**src/rtl/cache_noc_interface_pkg.sv**
```systemverilog
// rtl/cache_noc_interface_pkg.sv - message codes, coherence states and snoop FSM type
package cache_noc_interface_pkg;

    localparam logic [3:0] NO_MSG    = 4'd0;
    localparam logic [3:0] NO_REQ    = 4'd0;
    localparam logic [3:0] GETS      = 4'd1;
    localparam logic [3:0] R_REQ     = 4'd1;
    localparam logic [3:0] GETM      = 4'd2;
    localparam logic [3:0] W_REQ     = 4'd2;
    localparam logic [3:0] PUTM      = 4'd3;
    localparam logic [3:0] WB_REQ    = 4'd3;
    localparam logic [3:0] FLUSH_REQ = 4'd4;
    localparam logic [3:0] PUTE      = 4'd5;
    localparam logic [3:0] INV       = 4'd6;
    localparam logic [3:0] FWD_GETS  = 4'd7;
    localparam logic [3:0] FWD_GETM  = 4'd8;
    localparam logic [3:0] DATA_S    = 4'd9;
    localparam logic [3:0] DATA_E    = 4'd10;
    localparam logic [3:0] DATA_M    = 4'd11;
    localparam logic [3:0] INV_ACK   = 4'd12;
    localparam logic [3:0] PUT_ACK   = 4'd13;
    localparam logic [3:0] RESP_PUTM = 4'd14;

    localparam logic [3:0] MEM_RESP   = 4'd1;
    localparam logic [3:0] MEM_RESP_S = 4'd2;
    localparam logic [3:0] MEM_RESP_E = 4'd3;

    localparam logic [1:0] INVALID   = 2'b00;
    localparam logic [1:0] EXCLUSIVE = 2'b01;
    localparam logic [1:0] MODIFIED  = 2'b10;
    localparam logic [1:0] SHARED    = 2'b11;

    typedef enum logic [2:0] {
        SNP_IDLE,
        SNP_READ,
        SNP_WAIT,
        SNP_ACT,
        SNP_SEND
    } snoop_state_t;

    function automatic logic is_fwd_msg(input logic [3:0] m);
        return (m == INV) || (m == FWD_GETS) || (m == FWD_GETM);
    endfunction

    function automatic logic is_resp_msg(input logic [3:0] m);
        return (m == DATA_S) || (m == DATA_E) || (m == DATA_M) ||
               (m == PUT_ACK) || (m == INV_ACK);
    endfunction

    function automatic logic [3:0] ctl_to_noc(input logic [3:0] m);
        case (m)
            R_REQ:   return GETS;
            W_REQ:   return GETM;
            default: return PUTM;
        endcase
    endfunction

    function automatic logic [3:0] resp_code(input logic [3:0] m);
        case (m)
            DATA_S:  return MEM_RESP_S;
            DATA_E:  return MEM_RESP_E;
            default: return MEM_RESP;
        endcase
    endfunction

endpackage

```
**src/rtl/cache_noc_interface_fifo.sv**
```systemverilog
// rtl/cache_noc_interface_fifo.sv - small synchronous FIFO, push into a full FIFO accepted only with a pop
module cache_noc_interface_fifo #(
    parameter int WIDTH      = 8,
    parameter int DEPTH_BITS = 2
) (
    input  logic             clock,
    input  logic             reset,
    input  logic             push,
    input  logic [WIDTH-1:0] push_data,
    input  logic             pop,
    output logic [WIDTH-1:0] pop_data,
    output logic             empty,
    output logic             full
);
    localparam int DEPTH = 1 << DEPTH_BITS;

    logic [WIDTH-1:0]      mem [DEPTH];
    logic [DEPTH_BITS-1:0] wr_ptr;
    logic [DEPTH_BITS-1:0] rd_ptr;
    logic [DEPTH_BITS:0]   count;
    logic                  do_push;
    logic                  do_pop;

    assign empty    = (count == '0);
    assign full     = (count == (DEPTH_BITS+1)'(DEPTH));
    assign do_pop   = pop && !empty;
    assign do_push  = push && (!full || do_pop);
    assign pop_data = mem[rd_ptr];

    always_ff @(posedge clock or posedge reset) begin
        if (reset) begin
            wr_ptr <= '0;
            rd_ptr <= '0;
            count  <= '0;
        end else begin
            if (do_push) wr_ptr <= wr_ptr + 1'b1;
            if (do_pop)  rd_ptr <= rd_ptr + 1'b1;
            case ({do_push, do_pop})
                2'b10:   count <= count + 1'b1;
                2'b01:   count <= count - 1'b1;
                default: ;
            endcase
        end
    end

    always_ff @(posedge clock) begin
        if (do_push) mem[wr_ptr] <= push_data;
    end

endmodule

```
**src/rtl/cache_noc_interface.sv**
```systemverilog
// rtl/cache_noc_interface.sv - L1 coherence adapter: controller requests to NoC, directory snoops via port1
module cache_noc_interface
    import cache_noc_interface_pkg::*;
#(
    parameter int    STATUS_BITS         = 2,
    parameter int    COHERENCE_BITS      = 2,
    parameter int    CACHE_OFFSET_BITS   = 2,
    parameter int    DATA_WIDTH          = 32,
    parameter int    NUMBER_OF_WAYS      = 4,
    parameter int    ADDRESS_BITS        = 32,
    parameter int    INDEX_BITS          = 8,
    parameter int    MSG_BITS            = 4,
    parameter int    MAX_OFFSET_BITS     = 3,
    parameter int    REQ_BUF_DEPTH_BITS  = 2,
    parameter int    RESP_BUF_DEPTH_BITS = 2,
    parameter int    CORE                = 0,
    parameter int    CACHE_NO            = 0,
    parameter string CONTROLLER_TYPE     = "BLOCKING",
    parameter int    ID_BITS             = 2,
    parameter int    DEFAULT_DEST        = 0,
    localparam int   CACHE_WORDS         = 1 << CACHE_OFFSET_BITS,
    localparam int   CACHE_WIDTH         = DATA_WIDTH * CACHE_WORDS,
    localparam int   WAY_BITS            = (NUMBER_OF_WAYS > 1) ? $clog2(NUMBER_OF_WAYS) : 1,
    localparam int   TAG_BITS            = ADDRESS_BITS - INDEX_BITS - CACHE_OFFSET_BITS,
    localparam int   SBITS               = COHERENCE_BITS + STATUS_BITS
) (
    input  logic                      clock,
    input  logic                      reset,
    input  logic [MSG_BITS-1:0]       noc_msg_in,
    input  logic [ADDRESS_BITS-1:0]   noc_address_in,
    input  logic [CACHE_WIDTH-1:0]    noc_data_in,
    input  logic [ID_BITS-1:0]        noc_src_id,
    input  logic                      packetizer_busy,
    output logic [MSG_BITS-1:0]       noc_msg_out,
    output logic [ADDRESS_BITS-1:0]   noc_address_out,
    output logic [CACHE_WIDTH-1:0]    noc_data_out,
    output logic [ID_BITS-1:0]        noc_dest_id,
    input  logic [MSG_BITS-1:0]       cache_msg_in,
    input  logic [ADDRESS_BITS-1:0]   cache_address_in,
    input  logic [CACHE_WIDTH-1:0]    cache_data_in,
    output logic [MSG_BITS-1:0]       cache_msg_out,
    output logic [ADDRESS_BITS-1:0]   cache_address_out,
    output logic [CACHE_WIDTH-1:0]    cache_data_out,
    output logic                      busy,
    input  logic [CACHE_WIDTH-1:0]    port1_read_data,
    input  logic [WAY_BITS-1:0]       port1_matched_way,
    input  logic [COHERENCE_BITS-1:0] port1_coh_bits,
    input  logic [STATUS_BITS-1:0]    port1_status_bits,
    input  logic                      port1_hit,
    output logic                      port1_read,
    output logic                      port1_write,
    output logic                      port1_invalidate,
    output logic [INDEX_BITS-1:0]     port1_index,
    output logic [TAG_BITS-1:0]       port1_tag,
    output logic [SBITS-1:0]          port1_metadata,
    output logic [CACHE_WIDTH-1:0]    port1_write_data,
    output logic [WAY_BITS-1:0]       port1_way_select
);
    localparam int REQ_W  = ID_BITS + MSG_BITS + ADDRESS_BITS;
    localparam int RESP_W = MSG_BITS + ADDRESS_BITS + CACHE_WIDTH;

    logic                    req_empty, req_full, resp_empty, resp_full, resp_pop;
    logic [REQ_W-1:0]        req_head;
    logic [RESP_W-1:0]       resp_head;
    logic [ID_BITS-1:0]      req_head_src;
    logic [MSG_BITS-1:0]     req_head_msg, resp_head_msg;
    logic [ADDRESS_BITS-1:0] req_head_addr, resp_head_addr;
    logic [CACHE_WIDTH-1:0]  resp_head_data;

    snoop_state_t state, next_state;
    logic                      send_snoop;
    logic [ID_BITS-1:0]        snp_src;
    logic [MSG_BITS-1:0]       snp_msg;
    logic [ADDRESS_BITS-1:0]   snp_addr;
    logic                      snp_hit;
    logic [WAY_BITS-1:0]       snp_way;
    logic [COHERENCE_BITS-1:0] snp_coh;
    logic [STATUS_BITS-1:0]    snp_status;
    logic [CACHE_WIDTH-1:0]    snp_data;
    logic                      act_inv, act_write;
    logic [SBITS-1:0]          new_meta;
    logic [MSG_BITS-1:0]       reply_msg;
    logic [CACHE_WIDTH-1:0]    reply_data;

    logic                      outstanding, ctl_pending;
    logic [MSG_BITS-1:0]       ctl_msg;
    logic [ADDRESS_BITS-1:0]   ctl_addr;
    logic [CACHE_WIDTH-1:0]    ctl_data;

    assign {req_head_src, req_head_msg, req_head_addr}     = req_head;
    assign {resp_head_msg, resp_head_addr, resp_head_data} = resp_head;
    assign busy = req_full || resp_full;

    cache_noc_interface_fifo #(.WIDTH(REQ_W), .DEPTH_BITS(REQ_BUF_DEPTH_BITS)) req_fifo (
        .clock(clock), .reset(reset),
        .push(is_fwd_msg(noc_msg_in)), .push_data({noc_src_id, noc_msg_in, noc_address_in}),
        .pop(state == SNP_READ), .pop_data(req_head), .empty(req_empty), .full(req_full)
    );

    cache_noc_interface_fifo #(.WIDTH(RESP_W), .DEPTH_BITS(RESP_BUF_DEPTH_BITS)) resp_fifo (
        .clock(clock), .reset(reset),
        .push(is_resp_msg(noc_msg_in)), .push_data({noc_msg_in, noc_address_in, noc_data_in}),
        .pop(resp_pop), .pop_data(resp_head), .empty(resp_empty), .full(resp_full)
    );

    always_ff @(posedge clock or posedge reset) begin
        if (reset) state <= SNP_IDLE;
        else       state <= next_state;
    end

    always_comb begin
        next_state = state;
        case (state)
            SNP_IDLE: if (!req_empty) next_state = SNP_READ;
            SNP_READ: next_state = SNP_WAIT;
            SNP_WAIT: next_state = SNP_ACT;
            SNP_ACT:  next_state = SNP_SEND;
            SNP_SEND: if (!packetizer_busy) next_state = req_empty ? SNP_IDLE : SNP_READ;
            default:  next_state = SNP_IDLE;
        endcase
    end

    always_comb begin
        port1_read       = 1'b0;
        port1_write      = 1'b0;
        port1_invalidate = 1'b0;
        port1_index      = '0;
        port1_tag        = '0;
        port1_metadata   = '0;
        port1_write_data = '0;
        port1_way_select = '0;
        send_snoop       = 1'b0;
        case (state)
            SNP_READ: begin
                port1_read  = 1'b1;
                port1_index = req_head_addr[CACHE_OFFSET_BITS +: INDEX_BITS];
                port1_tag   = req_head_addr[ADDRESS_BITS-1 -: TAG_BITS];
            end
            SNP_ACT: if (act_inv || act_write) begin
                port1_index      = snp_addr[CACHE_OFFSET_BITS +: INDEX_BITS];
                port1_tag        = snp_addr[ADDRESS_BITS-1 -: TAG_BITS];
                port1_way_select = snp_way;
                port1_invalidate = act_inv;
                port1_write      = act_write;
                if (act_write) begin
                    port1_metadata   = new_meta;
                    port1_write_data = snp_data;
                end
            end
            SNP_SEND: send_snoop = 1'b1;
            default: ;
        endcase
    end

    always_ff @(posedge clock or posedge reset) begin
        if (reset) begin
            snp_src <= '0; snp_msg <= '0; snp_addr <= '0;
            snp_hit <= 1'b0; snp_way <= '0; snp_coh <= '0; snp_status <= '0; snp_data <= '0;
        end else if (state == SNP_READ) begin
            snp_src <= req_head_src; snp_msg <= req_head_msg; snp_addr <= req_head_addr;
        end else if (state == SNP_WAIT) begin
            snp_hit <= port1_hit; snp_way <= port1_matched_way; snp_coh <= port1_coh_bits;
            snp_status <= port1_status_bits; snp_data <= port1_read_data;
        end
    end

    // A hit on an INVALID line is treated like a miss; FwdGetM follows the Inv path.
    always_comb begin
        act_inv    = 1'b0;
        act_write  = 1'b0;
        new_meta   = '0;
        reply_msg  = INV_ACK;
        reply_data = '0;
        if (snp_hit && snp_coh != INVALID) begin
            if (snp_msg == FWD_GETS) begin
                if (snp_coh == EXCLUSIVE) begin
                    act_write = 1'b1;
                    new_meta  = {snp_status, SHARED};
                    reply_msg = PUTE;
                end else if (snp_coh == MODIFIED) begin
                    act_write  = 1'b1;
                    new_meta   = {STATUS_BITS'(2'b10), SHARED};
                    reply_msg  = RESP_PUTM;
                    reply_data = snp_data;
                end
            end else begin
                act_inv = 1'b1;
                if (snp_coh == MODIFIED) begin
                    reply_msg  = RESP_PUTM;
                    reply_data = snp_data;
                end
            end
        end
    end

    always_ff @(posedge clock or posedge reset) begin
        if (reset) begin
            outstanding <= 1'b0; ctl_pending <= 1'b0;
            ctl_msg <= '0; ctl_addr <= '0; ctl_data <= '0;
        end else begin
            if (ctl_pending && !send_snoop && !packetizer_busy) ctl_pending <= 1'b0;
            if (cache_msg_in == NO_REQ) begin
                outstanding <= 1'b0;
            end else if (!outstanding && cache_msg_in <= FLUSH_REQ) begin
                outstanding <= 1'b1;
                ctl_pending <= 1'b1;
                ctl_msg     <= ctl_to_noc(cache_msg_in);
                ctl_addr    <= cache_address_in;
                ctl_data    <= (cache_msg_in == WB_REQ || cache_msg_in == FLUSH_REQ) ? cache_data_in : '0;
            end
        end
    end

    always_comb begin
        noc_msg_out     = NO_MSG;
        noc_address_out = '0;
        noc_data_out    = '0;
        noc_dest_id     = '0;
        if (send_snoop) begin
            noc_msg_out     = reply_msg;
            noc_address_out = snp_addr;
            noc_data_out    = reply_data;
            noc_dest_id     = snp_src;
        end else if (ctl_pending) begin
            noc_msg_out     = ctl_msg;
            noc_address_out = ctl_addr;
            noc_data_out    = ctl_data;
            noc_dest_id     = ID_BITS'(DEFAULT_DEST);
        end
    end

    // A shown response stays until the controller drops its request.
    assign resp_pop = !resp_empty && (cache_msg_out == NO_REQ || cache_msg_in == NO_REQ);

    always_ff @(posedge clock or posedge reset) begin
        if (reset) begin
            cache_msg_out <= '0; cache_address_out <= '0; cache_data_out <= '0;
        end else if (resp_pop) begin
            cache_msg_out     <= resp_code(resp_head_msg);
            cache_address_out <= resp_head_addr;
            cache_data_out    <= resp_head_data;
        end else if (cache_msg_in == NO_REQ) begin
            cache_msg_out <= '0; cache_address_out <= '0; cache_data_out <= '0;
        end
    end

endmodule

```
**config.mk**
```make
export PLATFORM = sky130hd
export DESIGN_NAME = cache_noc_interface
export DESIGN_NICKNAME = d
export VERILOG_FILES = /design/src/rtl/cache_noc_interface_pkg.sv /design/src/rtl/cache_noc_interface_fifo.sv /design/src/rtl/cache_noc_interface.sv
export SDC_FILE = /design/constraint.sdc
export NUM_CORES = 2
export LEC_CHECK = 0
export CORE_AREA = 2 2 380 382
export CTS_BUF_LIST = sky130_fd_sc_hd__clkbuf_4
export CTS_CLUSTER_DIAMETER = 100
export DETAILED_ROUTE_END_ITERATION = 8
export DIE_AREA = 0 0 382 384
export PLACE_DENSITY = 0.72
export SETUP_SLACK_MARGIN = 0.02
export SYNTH_ARGS = -nofsm -noshare
export SYNTH_HDL_FRONTEND = slang
export SYNTH_HIERARCHICAL = 1
export SYNTH_SLANG_ARGS = --single-unit
```
**constraint.sdc**
```tcl
create_clock -name clock -period 21.8 [get_ports clock]
set_input_delay 3.27 -clock clock [delete_from_list [all_inputs] [get_ports clock]]
set_output_delay 3.27 -clock clock [all_outputs]
set_load 0.02 [all_outputs]
```
==> impl_metrics.csv <==
group,metric,value,unit
cts,hold_buffers,0,
job,max-cap-violations,0,
route,wl_per_cell,27.2,um
worst_setup_path,startpoint_type,"flop",
sta,finalHoldViolations,0,
cts,cts_tree,"built",
final_layout,final_cell_count_no_fill,6588,
route,drc,0,
route,wl,179000,um
placement,detailed_place_hpwl,119000,um
global_routing,gr-usage-all-layers,0.237,
placement,dpl_cell_area,65700,sq um
global_routing,globalRouteOverflowTotal,0,
final_layout,final_area,70200,sq um
worst_setup_path,critical_path_required,18.53,ns
final_layout,fin_nets,4873,
die,ios,966,
route,top_layer,"met5",
yosys,synth_edf_count,808,
global_routing,grt_pass1_wl,253000,um
pwr,switchingPower,2.91,mW
route,dr.pass1.iters,5,
cts,cts_resized,0,
placement,port_buffers,963,
pwr,p_per_area,123,nW/um^2
pwr,leakagePower,25.7,nW
yosys,yosys_warnings,6,
yosys,synth_seq_area_share,0.681,
route,drtIter0Drc,3306,
worst_setup_path,cp_max_fo,68,
final_layout,register_area,37200,sq um
pwr,clkPwrFrac,0.251,
route,ant_nets,0,
final_layout,fillers,12100,
sta,worstMarginPinSlew,1.20,ns
die,core,143000,sq um
placement,placed_cells,5929,
placement,gp_congestion,0.910,
die,row_count,139,
outcome,status,"completed",
sta,rsz0062_at_grt,"no",
global_routing,grt_pass1_vias,36700,
cts,clockBufferDepth,4,
yosys,synthesis.area,54600,sq um
worst_setup_path,critical_path_class,"reg2out",
die,start_util,0.382,
global_routing,grt_max_degree,232,
worst_setup_path,end_kind,"primary output",
pwr,comb_power_share,0.301,
final_layout,final_cell_mix,"clkdlybuf4s50_1, edfxtp_1, clkbuf_4, dfrtp_1, a22o_1",
pwr,netSwitchingFraction,0.338,
global_routing,antenna_found_initial,53,
pwr,power.share.sequential,0.448,
die,die_y,384,um
final_layout,layout_commonest_cell,"clkdlybuf4s50_1",
yosys,ys.flop_type,"edfxtp_1",
worst_hold_path,hold_class,"reg2reg",
sta,period_share,0.377,
pwr,ir_drop,0.0000871,V
cts,htree_levels,5,
worst_setup_path,arrival,4.95,ns
final_layout,multi_input_area,16100,sq um
sta,max_freq,0.122,GHz
sta,slew_headroom,0.197,
yosys,yosysUniqueCellTypes,58,
yosys,synth-seq-cells,1324,
sta,report.final.slew_viol_count,0,
sta,fin_skew,0.147,ns
yosys,synth.avg_cell_area,16.5,sq um
cts,clkSlewWorstSetupHoldPaths,0.05,ns
route,wl_met1,68200,um
die,dieArea,147000,sq um
cts,post_cts_buffers,0,
pwr,internal-power,5.69,mW
route,vias_per_cell,5.56,
route,wl_met2,84900,um
cts,clk_latency,1.28,ns
die,fp.dieW,382,um
yosys,async_reset_ff_frac,0.390,
sta,finalSetupViolCount,0,
sta,tns,0,ns
route,dr_total_vias,36700,
route,met3_length,18600,um
cts,clock-sinks,1324,
cts,cts-buffers-inserted,364,
final_layout,drive_above_1_share,0.223,
cts,clockRootBuffer,"clkbuf_4",
yosys,syn_inst,3300,
sta,period_minus_slack,8.22,ns
final_layout,syn2layout_area_growth,28.7,%
[worst max-delay path: stages (launching register included)]
cell and delay [ns]:
dfrtp_1 0.42, or3b_1 0.52, a211oi_4 0.23, buf_4 0.71
buf_4 0.73, a22o_1 0.41, clkdlybuf4s50_1 0.66
[path summary, 6_finish.rpt]
check | start | end | slack, ns | depth (start not counted)
min reg2reg | snp_src[1]$_DFFE_PP0N_ | snp_src[1]$_DFFE_PP0N_ | 0.50 | 1
min | snp_src[1]$_DFFE_PP0N_ | snp_src[1]$_DFFE_PP0N_ | 0.50 | 1
min in group asynchronous | reset | req_fifo/count[2]$_DFFE_PP0P_ | 2.55 | 2
max | state[1]$_DFFE_PP0P_ | noc_data_out[14] | 13.58 | 6
max reg2reg | cache_msg_out[1]$_DFFE_PP0P_ | resp_fifo/mem[3][107]$_DFFE_PP_ | 16.88 | 6
max in group asynchronous | reset | cache_address_out[12]$_DFFE_PP0P_ | 16.79 | 4
[synthesized netlist by cell type, drive strengths merged (2+ instances only)]
cell,number,area [sq um]
a21boi,2,15.0
edfxtp,808,24300
nand3b,5,37.5
o21bai,2,15.0
dfrtp,516,12900
nor4b,2,17.5
xnor2,9,78.8
xor2,2,17.5
a211o,2,17.5
nor3,4,20.0
fa,2,40.0
nor2b,131,820
a22o,351,3070
and2,141,892
o31ai,2,15.0
nand2,137,514
a21oi,4,31.3
ha,11,138
o21ai,10,50.1
and3,5,31.3
or2,6,37.5
buf,113,678
nand3,4,20.0
inv,20,75.1
o21a,5,52.6
o221ai,128,1120
a22oi,128,961
clkbuf,170,638
or3b,3,26.3
mux4,202,4550
mux2i,4,40.0
o211ai,2,15.0
or3,4,27.5
nand2b,5,31.3
nor2,10,37.5
o41ai,2,17.5
a31oi,131,820
nor3b,2,15.0
mux2,205,2320
[flip-flops by register name (all words and copies together), names as in the netlist, 3 cells and up]
signal	flops
resp_fifo/mem	656
ctl_addr	32
req_fifo/count	3
snp_addr	32
req_fifo/mem	152
snp_msg	4
ctl_data	128
state	3
resp_fifo/count	3
cache_data_out	128
snp_data	128
cache_address_out	32
[routing by layer]
layer	vias to the layer above	GRT usage
met5	-	0
met4	40	0.106
met3	343	0.0863
met2	1864	0.373
met1	18800	0.292
li1	15600	-
[power by group through the flow]
stage	clock [mW]	combinational [mW]	sequential, mW
finish	2.16	2.59	3.85
global route	2.35	2.76	3.91
CTS	2.23	2.62	3.86
detailed placement	0	2.61	3.90
global placement	0	2.57	3.89
floorplan	0	1.58	3.68
[kinds of logic (layout without fill, tap and decap cells)]
family,Yosys count,in the layout,share of synthesized area
AO/OA/AOI/OAI,772,772,0.114
XOR/XNOR,11,11,0.00177
adder cells (fa/ha/maj),13,13,0.00326
buffers and inverters,303,1657,0.0255
flip-flops,1324,1324,0.681
multiplexers,411,411,0.127
other,1,32,0.0000687
AND/OR/NAND/NOR,465,465,0.0473
[stage by stage]
stage	hold slack, ns	power, mW	utilization	setup WS (ns)
floorplan	0.454	5.25	-	4.51
global placement	0.481	6.47	0.460	12.94
detailed placement	0.481	6.52	0.460	12.94
CTS	0.499	8.71	0.491	13.38
global route	0.517	9.02	0.492	13.31
finish	0.498	8.60	0.492	13.58
[area by class of cell]
type,count,area share
Clock buffer,525,0.0561
Tap cell,1903,0.0339
Inverter,20,0.00121
Clock inverter,104,0.00666
Multi-Input combinational cell,1674,0.229
Sequential cell,1324,0.530
Timing Repair Buffer,1008,0.143
Antenna cell,30,0.00107
Note: power is estimated with default switching activity, not from simulation.
